File: config.mk
export PLATFORM = sky130hd
export DESIGN_NAME = host_guest_mux
export DESIGN_NICKNAME = d
export VERILOG_FILES = /design/src/rtl/host_guest_mux.sv
export SDC_FILE = /design/constraint.sdc
export NUM_CORES = 1
export LEC_CHECK = 0
export CORE_MARGIN = 2
export CORE_UTILIZATION = 30
export CTS_CLUSTER_DIAMETER = 120
export DETAILED_ROUTE_END_ITERATION = 10
export MAX_ROUTING_LAYER = met4
export PLACE_DENSITY = 0.51
export SYNTH_ARGS = -nofsm -noshare
export SYNTH_HDL_FRONTEND = slang
export SYNTH_SLANG_ARGS = --single-unit
File: constraint.sdc
create_clock -name clk -period 5.95 [get_ports clk]
set_input_delay 1.19 -clock clk [delete_from_list [all_inputs] [get_ports clk]]
set_output_delay 1.19 -clock clk [all_outputs]
set_load 0.005 [all_outputs]
File: src/rtl/host_guest_mux.sv
// host_guest_mux -- N-channel transaction concentrator.
//
// Words from NUM_CH independent valid/ready sources are buffered in
// per-channel FIFOs. An arbiter chooses one eligible channel at a time and
// moves its head word into a registered valid/ready output. Each output word
// is tagged with the channel it came from.
//
// Ports:
//   clk         single clock, all logic on the rising edge
//   rst         synchronous active-high reset
//   s_valid     per-channel input valid                   [NUM_CH]
//   s_ready     per-channel input ready                   [NUM_CH]
//   s_data      channel i at [i*DATA_WIDTH +: DATA_WIDTH]
//   flush       per-channel FIFO clear                    [NUM_CH]
//   m_valid     output word valid (registered)
//   m_ready     downstream ready
//   m_data      output payload (registered)
//   m_chan      source channel of m_data (registered)
//   fill_level  per-channel occupancy, channel i at [i*LW +: LW]
module host_guest_mux #(
  parameter int DATA_WIDTH = 32,
  parameter int NUM_CH     = 4,
  parameter int DEPTH      = 8,
  parameter int ARB_MODE   = 0,
  parameter int CW         = $clog2(NUM_CH),
  parameter int LW         = $clog2(DEPTH) + 1
) (
  input  logic                         clk,
  input  logic                         rst,
  input  logic [NUM_CH-1:0]            s_valid,
  output logic [NUM_CH-1:0]            s_ready,
  input  logic [NUM_CH*DATA_WIDTH-1:0] s_data,
  input  logic [NUM_CH-1:0]            flush,
  output logic                         m_valid,
  input  logic                         m_ready,
  output logic [DATA_WIDTH-1:0]        m_data,
  output logic [CW-1:0]                m_chan,
  output logic [NUM_CH*LW-1:0]         fill_level
);

  localparam int AW = $clog2(DEPTH);

  logic [DATA_WIDTH-1:0] mem    [NUM_CH][DEPTH];
  logic [LW-1:0]         count  [NUM_CH];
  logic [AW-1:0]         wr_ptr [NUM_CH];
  logic [AW-1:0]         rd_ptr [NUM_CH];
  logic [CW-1:0]         rr_ptr;

  logic [NUM_CH-1:0] push;
  logic [NUM_CH-1:0] pop;
  logic [NUM_CH-1:0] eligible;
  logic              grant_valid;
  logic [CW-1:0]     grant_idx;
  logic              out_free;

  // Channel examined at scan step k. Round-robin starts just after the last
  // granted channel and wraps; fixed priority always starts at channel 0.
  function automatic logic [CW-1:0] scan_index(input int k, input logic [CW-1:0] ptr);
    int idx;
    idx = (ARB_MODE == 0) ? (int'(ptr) + 1 + k) % NUM_CH : k;
    return CW'(idx);
  endfunction

  // Per-channel handshake and status. s_ready depends only on rst and the
  // registered count, never on m_ready or a pop, so a full FIFO cannot accept
  // in the cycle it is popped.
  always_comb begin
    // NOTE: every combinational output gets a default first so no path leaves
    // it unassigned and no latch is inferred.
    s_ready    = '0;
    push       = '0;
    eligible   = '0;
    fill_level = '0;
    for (int i = 0; i < NUM_CH; i++) begin
      s_ready[i]              = ~rst & (count[i] < LW'(DEPTH));
      push[i]                 = s_valid[i] & s_ready[i];
      eligible[i]             = (count[i] != '0) & ~flush[i];
      fill_level[i*LW +: LW]  = count[i];
    end
  end

  // Arbiter: first eligible channel in scan order.
  always_comb begin
    grant_valid = 1'b0;
    grant_idx   = '0;
    for (int k = 0; k < NUM_CH; k++) begin
      if (!grant_valid && eligible[scan_index(k, rr_ptr)]) begin
        grant_valid = 1'b1;
        grant_idx   = scan_index(k, rr_ptr);
      end
    end
  end

  // The output register takes a new word when empty or being drained.
  assign out_free = ~m_valid | m_ready;

  always_comb begin
    pop = '0;
    for (int i = 0; i < NUM_CH; i++) begin
      pop[i] = out_free & grant_valid & (grant_idx == CW'(i));
    end
  end

  // FIFO counters and pointers. Flush wins over a same-cycle write or pop.
  always_ff @(posedge clk) begin
    // NOTE: sequential state uses non-blocking assignments so every flop
    // samples the pre-edge values regardless of statement order.
    if (rst) begin
      for (int i = 0; i < NUM_CH; i++) begin
        count[i]  <= '0;
        wr_ptr[i] <= '0;
        rd_ptr[i] <= '0;
      end
    end else begin
      for (int i = 0; i < NUM_CH; i++) begin
        if (flush[i]) begin
          count[i]  <= '0;
          wr_ptr[i] <= '0;
          rd_ptr[i] <= '0;
        end else begin
          if (push[i]) wr_ptr[i] <= wr_ptr[i] + AW'(1);
          if (pop[i])  rd_ptr[i] <= rd_ptr[i] + AW'(1);
          case ({push[i], pop[i]})
            2'b10:   count[i] <= count[i] + LW'(1);
            2'b01:   count[i] <= count[i] - LW'(1);
            default: count[i] <= count[i];
          endcase
        end
      end
    end
  end

  // NOTE: the storage array has no reset; contents are only visible through
  // the counters and pointers, which are reset, so clearing it would only
  // cost flops.
  always_ff @(posedge clk) begin
    for (int i = 0; i < NUM_CH; i++) begin
      if (push[i]) mem[i][wr_ptr[i]] <= s_data[i*DATA_WIDTH +: DATA_WIDTH];
    end
  end

  // Output register and round-robin pointer. Data and tag only change on a
  // grant, so they are held while stalled.
  always_ff @(posedge clk) begin
    if (rst) begin
      m_valid <= 1'b0;
      m_data  <= '0;
      m_chan  <= '0;
      rr_ptr  <= CW'(NUM_CH - 1);
    end else if (out_free) begin
      m_valid <= grant_valid;
      if (grant_valid) begin
        m_data <= mem[grant_idx][rd_ptr[grant_idx]];
        m_chan <= grant_idx;
        if (ARB_MODE == 0) rr_ptr <= grant_idx;
      end
    end
  end

endmodule

After elaboration in Yosys (flattened, before gate mapping)
Memories as Yosys holds them, arrays and structs flattened.
Index checks and enable logic that the tools add are counted.
Operators by class
  $add $sub $neg: 20
  $mul: 0
  divide/modulo/power cells: 0
  $lt $le $gt $ge: 17
  equal/unequal tests: 11
  shift operators: 0
  multiplexer cells: 157
  bitwise gates (word level): 61
  reductions and logical operators: 20
Operator list (number)
  2-to-1 mux 256 bit: 4
  demux 32 bit (select 3 bit): 4
  2-to-1 mux 32 bit: 6
  2-to-1 mux 1 bit: 102
  binary-select mux 32 bit (select 3 bit): 1
  2-to-1 mux 4 bit: 16
  2-to-1 mux 3 bit: 16
  bitwise OR 1 bit: 33
  adder 3 x 1 -> 3 bit (second input constant): 8
  >= comparator 4 bit (second input constant): 5
  NOT 3 -> 4 bit: 5
  AND 1 bit: 17
  adder 4 x 1 -> 4 bit (second input constant): 4
  less-than comparator 4 x 1 -> 1 bit (second input constant): 4
  less-than comparator 4 bit (second input constant): 4
  nonzero test 4 bit: 4
  subtractor 4 x 1 -> 4 bit (second input constant): 4
  equality test 2 bit (second input constant): 6
  less-than comparator 2 x 3 -> 1 bit (second input constant): 4
  equality test 2 x 1 -> 1 bit (second input constant): 5
  binary-select mux 1 bit (select 2 bit): 4
  2-to-1 mux 2 bit: 4
  OR reduction 2 bit: 4
  logical AND 1 bit: 7
  6 further kinds: 15
Storage, ports and cells
  register bits after elaboration: 37
  latch bits: 0
  bits in writable memories: 1064
  ROM bits: 0
  input bits: 139
  output and inout bits: 55
  logic and storage cells: 294
  memories: 4
Memory list
  mem: depth 4, bits a word 256, rd ports 1, clocked after Yosys merged registers in 0, write ports 4, line 43  | logic [DATA_WIDTH-1:0] mem [NUM_CH][DEPTH];
  count: depth 4, bits a word 4, rd ports 4, clocked after Yosys merged registers in 0, write ports 4, line 44  | logic [LW-1:0] count [NUM_CH];
  rd_ptr: depth 4, bits a word 3, rd ports 5, clocked after Yosys merged registers in 0, write ports 4, line 46  | logic [AW-1:0] rd_ptr [NUM_CH];
  wr_ptr: depth 4, bits a word 3, rd ports 4, clocked after Yosys merged registers in 0, write ports 4, line 45  | logic [AW-1:0] wr_ptr [NUM_CH];

Longest topological paths before layout
Gate-level depths: netlist (run 1).
  depth in word-level cells: 24
  gate-level depth with buffers: 20
  gate-level depth less buffers: 16

Least setup slack after synthesis (run 1)
Ideal clock, no wire load.
  kind: input-to-reg
  start point: input port rst
  end point: memory mem[1][224] (netlist bit), enable pin
  setup time: 0.461 ns
  arrival: 4.084 ns
  data required time: 5.489 ns
  slack: 1.405 ns
  stages on the path: 6
  buffers on the path: 1
  cells stage by stage: clkbuf_1 -> nor2_1 -> nand2_1 -> inv_1 -> nand2b_1 -> nor3_1
RTL lines
  start, declared: line 29  | input logic rst,
  end, declared: line 43

Final worst setup path (run 1)
  start point: input port flush[3]
  end point: register m_data[28]
On the way
  cells in the longest elaborated chain, start to end: 19
  elaborated cells on any way between the ends: 31
  classes of those cells: 19 x mux; 3 x bitwise; 7 x reduce/logical; 2 x memory
Ends and longest elaborated chain
  start, declared: line 33  | input logic [NUM_CH-1:0] flush,
  NOT 1 bit (*): line 77  | eligible[i] = (count[i] != '0) & ~flush[i];
  AND 1 bit (*): line 77
  binary-select mux 1 bit (select 2 bit): line 87  | if (!grant_valid && eligible[scan_index(k, rr_ptr)]) begin
  2-to-1 mux 1 bit (not written as such): line 87
  2-to-1 mux 1 bit: line 87
  logical NOT 1 bit: line 87
  logical AND 1 bit: line 87
  2-to-1 mux 1 bit: line 87
  [... 2 more ...]
  2-to-1 mux 1 bit: line 87
  logical NOT 1 bit: line 87
  logical AND 1 bit: line 87
  2-to-1 mux 2 bit: line 87
  memory (4 x 3 bit)
  NOT 3 -> 4 bit (not written as such): line 153  | m_data <= mem[grant_idx][rd_ptr[grant_idx]];
  binary-select mux 32 bit (select 3 bit): line 153
  2-to-1 mux 32 bit (not written as such) (2 in series): line 153
  end signal, assigned: line 153
  end, declared: line 36  | output logic [DATA_WIDTH-1:0] m_data,
Mark *: on every way between the ends. The rest lies on a longest branch, timed or not. The select of a mux whose other input is x is not followed.
A chain may end at the register's enable or synchronous reset.

==> results of run 1 <==
power groups by stage:
stage / Combinational, mW / Sequential, mW / Clock, mW
after floorplan: 5.78 / 9.16 / 0
after global placement: 7.96 / 9.28 / 0
after detailed placement: 7.93 / 9.28 / 0
after CTS: 7.96 / 9.12 / 7.50
after global routing: 8.58 / 9.14 / 7.80
final: 7.91 / 9.10 / 7.35
worst min-delay path: stages, from the launching register on:
cell	delay, ns
dfxtp_1	0.32
nand2_1	0.06
a21oi_1	0.06
flip-flops by register name (all words and copies together) (netlist names):
name     count
count       16
m_chan       2
m_data      32
m_valid      1
mem       1024
rd_ptr      12
rr_ptr       2
wr_ptr      12
how the worst min path moves through the flow:
stage / start / end / cells after the start
6_report: m_chan[1]$_SDFFE_PP0P_ / m_chan[1]$_SDFFE_PP0P_ / 2
3_3_place_gp: m_chan[1]$_SDFFE_PP0P_ / m_chan[1]$_SDFFE_PP0P_ / 2
3_5_place_dp: m_chan[1]$_SDFFE_PP0P_ / m_chan[1]$_SDFFE_PP0P_ / 2
4_1_cts: m_chan[1]$_SDFFE_PP0P_ / m_chan[1]$_SDFFE_PP0P_ / 2
2_1_floorplan: m_chan[1]$_SDFFE_PP0P_ / m_chan[1]$_SDFFE_PP0P_ / 2
5_1_grt: m_chan[1]$_SDFFE_PP0P_ / m_chan[1]$_SDFFE_PP0P_ / 2
stage by stage:
stage | std cells | power, mW | area, sq um | setup slack (ns) | utilization [%]
after global routing | 5178 | 25.5 | 53700 | 1.55 | 35.8
final | 5181 | 24.4 | 53700 | 1.74 | 35.9
after CTS | 5166 | 24.6 | 53700 | 1.80 | 35.8
after global placement | 4942 | 17.2 | 49800 | 1.08 | 33.2
after detailed placement | 4942 | 17.2 | 49800 | 1.05 | 33.2
after floorplan | 2827 | 14.9 | 45200 | 1.40 | -
cell type report:
type	count	share of cell area, %
multi-input cells	1527	21.8
well taps	2016	4.70
inverters	22	0.154
flip-flops and latches	1101	60.9
clock inverters	58	1.17
repair buffers	276	5.15
diodes	15	0.0699
clock buffers	166	6.08
per-layer routing:
layer	global-route usage [%]	vias up	wire, um
met3	2.86	182	6510
met5	-	-	0
met4	4.67	0	2910
met2	29.6	685	67300
met1	23.7	13200	61300
li1	-	11500	-
cell families (layout without fill, tap and decap cells):
kind of cell / count (synthesis) / after routing / share of synthesized area (%)
AND/OR/NAND/NOR: 481 / 481 / 4.87
buffers and inverters: 199 / 522 / 2.37
AO/OA/AOI/OAI: 489 / 489 / 7.24
adder cells (fa/ha/maj): 24 / 24 / 0.664
flip-flops: 1101 / 1101 / 72.3
XOR/XNOR: 8 / 8 / 0.155
multiplexers: 525 / 525 / 12.4
other: 0 / 15 / 0
cells in the final DEF, fill, tap and decap left out, types with 63 or more instances in the layout:
| cell type | n |
|---|---|
| edfxtp_1 | 1064 |
| mux2i_1 | 266 |
| mux2_2 | 256 |
| clkdlybuf4s50_1 | 192 |
| nor2_1 | 185 |
| nand2_1 | 158 |
| a21oi_1 | 137 |
| o211ai_1 | 129 |
| clkbuf_16 | 119 |
| o21ai_0 | 71 |
| buf_4 | 67 |
| a211oi_1 | 65 |
| a211o_1 | 63 |
==> reports/results.txt, run 1 <==
top cells by count, synth - edfxtp_1 (1064), mux2i_1 (266), mux2_2 (256)
pin count of the biggest net entering global routing - 201
CTS sink count - 1101
CP Buf/Inv Count - 3
CTS Root Cell - clkbuf_16
clock latency on the worst-skew pair - 0.72 ns
Worst slew margin - 20.6%
Critical-path top delay cell - clkdlybuf4s50_1
CP required - 6.51 ns
DR vias/cell - 4.92
PostCTS Resize Cnt - 0
Synth async-reset ratio - 0%
postcts setup bufs - 0
gr ovfl total - 0
Critical R2R Launch - count[3][0]$_DFFE_PP_
top cell type's share of synthesized area - 70.7%
Worst setup endpoint - m_data[28]$_SDFFE_PP0P_
Final setup viols - 0
Pleak - 18.1 nW
startpoint types - input port
DR WL/cell - 26.6 um
flop-to-flop setup slack - 1.82 ns
CP endpoint kind - flop
clock share of power - 30.2%
cell taking the most area after synthesis - edfxtp_1
slew of the pin with the lowest slew margin - 1.19 ns
leading post-synthesis cells by cell area - edfxtp_1 (71%), mux2_2 (6.4%), mux2i_1 (5.9%)
FF-to-FF End - m_data[28]$_SDFFE_PP0P_
global-route wire length before repair - 194000 um
Cell Pwr Density - 454 mW/mm^2
unrepaired setup endpoints after global routing - false
die footprint - 0.154 sq mm
most frequent cell after synthesis - edfxtp_1
min Tclk post-route - 4.21 ns
GPL Wtd Cong - 0.768
CTS clk-pin slew, worst paths - 0.06 ns
Die X - 392 um
final hold slack - 0.487 ns
chip height - 392 um
Sw Share - 32.8%
Post-DP HPWL - 79700 um
Core ar. - 0.150 sq mm
vias in the first global route - 25.5k
fillers - 14.1k
final WL - 138000 um
CP startpoint - flush[3]
delay-heaviest family, CP - buffers and inverters
drt first pass iters - 7
Worst Path Max Fanout - 93
Peak Freq - 0.237 GHz
sequential power share - 37.4%
via count - 25.5k
total of max-cap violations - 0
# rows - 142
Final Hold Viols - 0
Int Pwr - 16.4 mW
worst clock skew - 0.0330 ns
Post-Syn Area - 0.0452 sq mm
Initial Util - 30.2%
count of cell instances traversed by the critical path - 11
hold buffer count at cts - 0
all-layer global routing usage - 18.2%
Top Ports - 194
hold crit path type - flop to flop
CTS tree - built
Arr. time, crit path - 4.77 ns
setup TNS - 0 ns
Layout area overhead - 18.8%
Clock Path Buffers - 3
post-synthesis area per instance - 16.0 sq um
drt first-iter violations - 2152
Cells after Synth - 2827
Gate power share - 32.5%
Yosys warnings - 0
worst r2r path cells - 13
Multi-input gate area - 0.0117 sq mm
fin crit share - 70.8%
FF+latch area - 0.0327 sq mm
number of synthesized register bits - 1101
library cells used by synthesis - 54
Post-synth EDFFs - 1064
crit path cell chain - clkdlybuf4s50_1 -> nor3_1 -> o311ai_4 -> buf_12 -> buf_12 -> mux2_2 -> nor2_1 -> a21oi_1 -> a211o_1 -> a21oi_1 -> nor4_2
H-tree Lvls - 3
run status - completed
TritonCTS Buffers - 118
CP max stage delay - 0.71 ns
Net Switching - 7.99 mW
Post-route DRC - 0
kind of critical path - input port to flop
port buffer count - 193
antenna violations before repair - 22
Final Max Slew Viols - 0
register area share after synthesis - 72.3%
worst-case vdd ir drop - 0.525 mV
Top FF cell, synth - edfxtp_1
Nets - 3209
syn_nets - 2990
layout cell share with drive strength beyond 1 - 18.3%
Detail Route Antenna Nets - 0
(Power assumes the default switching activity.)
==> run 2: changes to the inputs <==
- PLACE_DENSITY: 0.51 -> 0.53
- clock period: 5.95 -> 3.59 ns (I/O delays scaled with it)
==> reports/results.txt, run 2 (synthesized netlist as in run 1, its figures left out) <==
Final setup viols - 0 (unchanged)
Post-route DRC - 0 (unchanged)
slew of the pin with the lowest slew margin - 0.688 ns (-0.500 ns)
commonest non-fill, non-tap cell in the layout - edfxtp_1
flop-to-flop setup slack - 0.18 ns (-1.64 ns)
antenna violations before repair - 22 (unchanged)
Hold EP - m_chan[1]$_SDFFE_PP0P_
run status - completed
drt first-iter violations - 2219 (+3.1%)
port buffer count - 193 (unchanged)
Core ar. - 0.150 sq mm (unchanged)
Worst slew margin - 54.1% (+33 points)
Layout area overhead - 22.8%
Initial Util - 30.2% (unchanged)
min Tclk post-route - 3.41 ns
CTS Root Cell - clkbuf_16
via count - 25.7k (+0.93%)
final hold slack - 0.473 ns (-0.0137 ns)
hold depth - 2 (unchanged)
H-tree Lvls - 3 (unchanged)
final WL - 138000 um (about the same)
Detail Route Antenna Nets - 0 (unchanged)
drt first pass iters - 7 (unchanged)
# rows - 142 (unchanged)
share of the core filled with cells - 37.1% (+1.2 points)
Critical R2R Launch - count[0][0]$_SDFFCE_PN0P_
worst clock skew - 0.0353 ns (+0.00237 ns)
Worst Min Path Start - m_chan[1]$_SDFFE_PP0P_
gr ovfl total - 0 (unchanged)
clock latency on the worst-skew pair - 0.74 ns (+0.02 ns)
Cell Pwr Density - 752 mW/mm^2 (+66%)
DR vias/cell - 4.84 (-1.7%)
Top Ports - 194 (unchanged)
CTS sink count - 1101 (unchanged)
Largest register FFs - 1024 (unchanged)
Nets - 3344 (+4.2%)
CTS tree - built
Clock Path Buffers - 3 (unchanged)
worst-case vdd ir drop - 0.449 mV (-14%)
die footprint - 0.154 sq mm (unchanged)
final instance area - 0.0555 sq mm (+3.4%)
Peak Freq - 0.293 GHz
vias in the first global route - 25.4k (-0.29%)
CTS clk-pin slew, worst paths - 0.06 ns (about the same)
setup TNS - 0 ns (unchanged)
most frequent cells in the layout - edfxtp_1 (1064), mux2i_1 (266), mux2_2 (256), clkdlybuf4s50_1 (192), nor2_1 (185)
CP endpoint kind - flop
fin crit share - 95.0%
Post-DP HPWL - 78200 um (-1.9%)
Die X - 392 um (unchanged)
Final Max Slew Viols - 0 (unchanged)
pin count of the biggest net entering global routing - 69 (-66%)
startpoint types - flop
CP required - 4.06 ns (-2.45 ns)
kind of critical path - flop to flop
layout cell share with drive strength beyond 1 - 21.9% (+3.6 points)
hold buffer count at cts - 0 (unchanged)
Final Hold Viols - 0 (unchanged)
FF-to-FF End - count[2][2]$_SDFFCE_PN0P_
GPL Wtd Cong - 0.782 (+1.8%)
TritonCTS Buffers - 113 (-4.2%)
Worst Path Max Fanout - 8 (-91%)
global-route wire length before repair - 193000 um (-0.32%)
total of max-cap violations - 0 (unchanged)
all-layer global routing usage - 18.3% (+0.082 points)
placed inst area - 0.0517 sq mm (+4.0%)
Arr. time, crit path - 3.88 ns (-0.89 ns)
Pleak - 18.9 nW (+4.5%)
worst r2r path cells - 14 (+1)
DR WL/cell - 25.9 um (-2.6%)
chip height - 392 um (unchanged)
hold crit path type - flop to flop
unrepaired setup endpoints after global routing - false
run 2: cell count changes in the layout (fill, tap and decap cells not counted), sizes merged:
cell,previous run,this run
buf,84,224
clkbuf,166,148
clkinv,41,47
clkinvlp,3,4
diode,15,21
inv,25,27
run 2: how the worst max path moves through the flow:
stage                                   start                         to  cells after the start  slack [ns]
global route        count[2][1]$_SDFFCE_PN0P_    m_data[26]$_SDFFE_PP0P_                     15       0.007
detailed placement                   flush[3]    m_data[10]$_SDFFE_PP0P_                     11       -0.29
finish              count[0][0]$_SDFFCE_PN0P_  count[2][2]$_SDFFCE_PN0P_                     14        0.18
global placement                     flush[3]    m_data[10]$_SDFFE_PP0P_                     11       -0.26
floorplan           count[0][0]$_SDFFCE_PN0P_  count[2][2]$_SDFFCE_PN0P_                     17        0.01
CTS                     count[3][0]$_DFFE_PP_    m_data[10]$_SDFFE_PP0P_                     13        0.03
run 2: worst max-delay path: stages, from the launching register on:
cell and delay [ns]:
edfxtp_1 0.40, inv_2 0.09, ha_2 0.19, or3b_4 0.41, a2bb2oi_1 0.28, o311ai_4 0.12, buf_12 0.18, buf_4 0.14
nand2b_4 0.13, or2_2 0.32, ha_1 0.20, nor2b_1 0.14, and2_1 0.18, a32o_1 0.20, o21a_1 0.16
run 2: repair_timing:
action | in CTS | in global routing
resized for setup | 0 | 1
buffers inserted | 0 | 1
setup endpoints to repair | 0 | 40
run 2: power by group:
part           leakage (nW)  switching (mW)  internal, mW
combinational          7.12            7.99          6.93
sequential             9.99           0.405          14.7
clock                  1.81            5.02          6.73
total                  18.9            13.4          28.3
run 2: per-layer routing:
metal	wire length, um	part of all wire (%)	track usage, %	vias to the layer above
met1	58700	43	23.0	13100
met2	69000	50	30.6	702
met5	0	0	-	-
met3	7200	5.2	2.82	171
met4	3060	2.2	5.20	0
li1	-	-	-	11700
run 2: layout make-up:
type	count	area (sq um)
clock buffer	148	3020
multi-input combinational	1527	11800
fill	14000	94200
sequential	1101	32700
timing repair buffer	416	4680
inverter	22	82.6
clock inverter	67	686
tap	2016	2520
antenna	21	52.6
run 2: through the flow:
stage	total power, mW	worst slack (ns)	instances
6_report	41.7	0.179	5318
5_1_grt	43.7	0.00698	5312
4_1_cts	42.0	0.0261	5296
3_5_place_dp	30.3	-0.289	5081
3_3_place_gp	30.3	-0.262	5081
2_1_floorplan	24.8	0.00952	2827
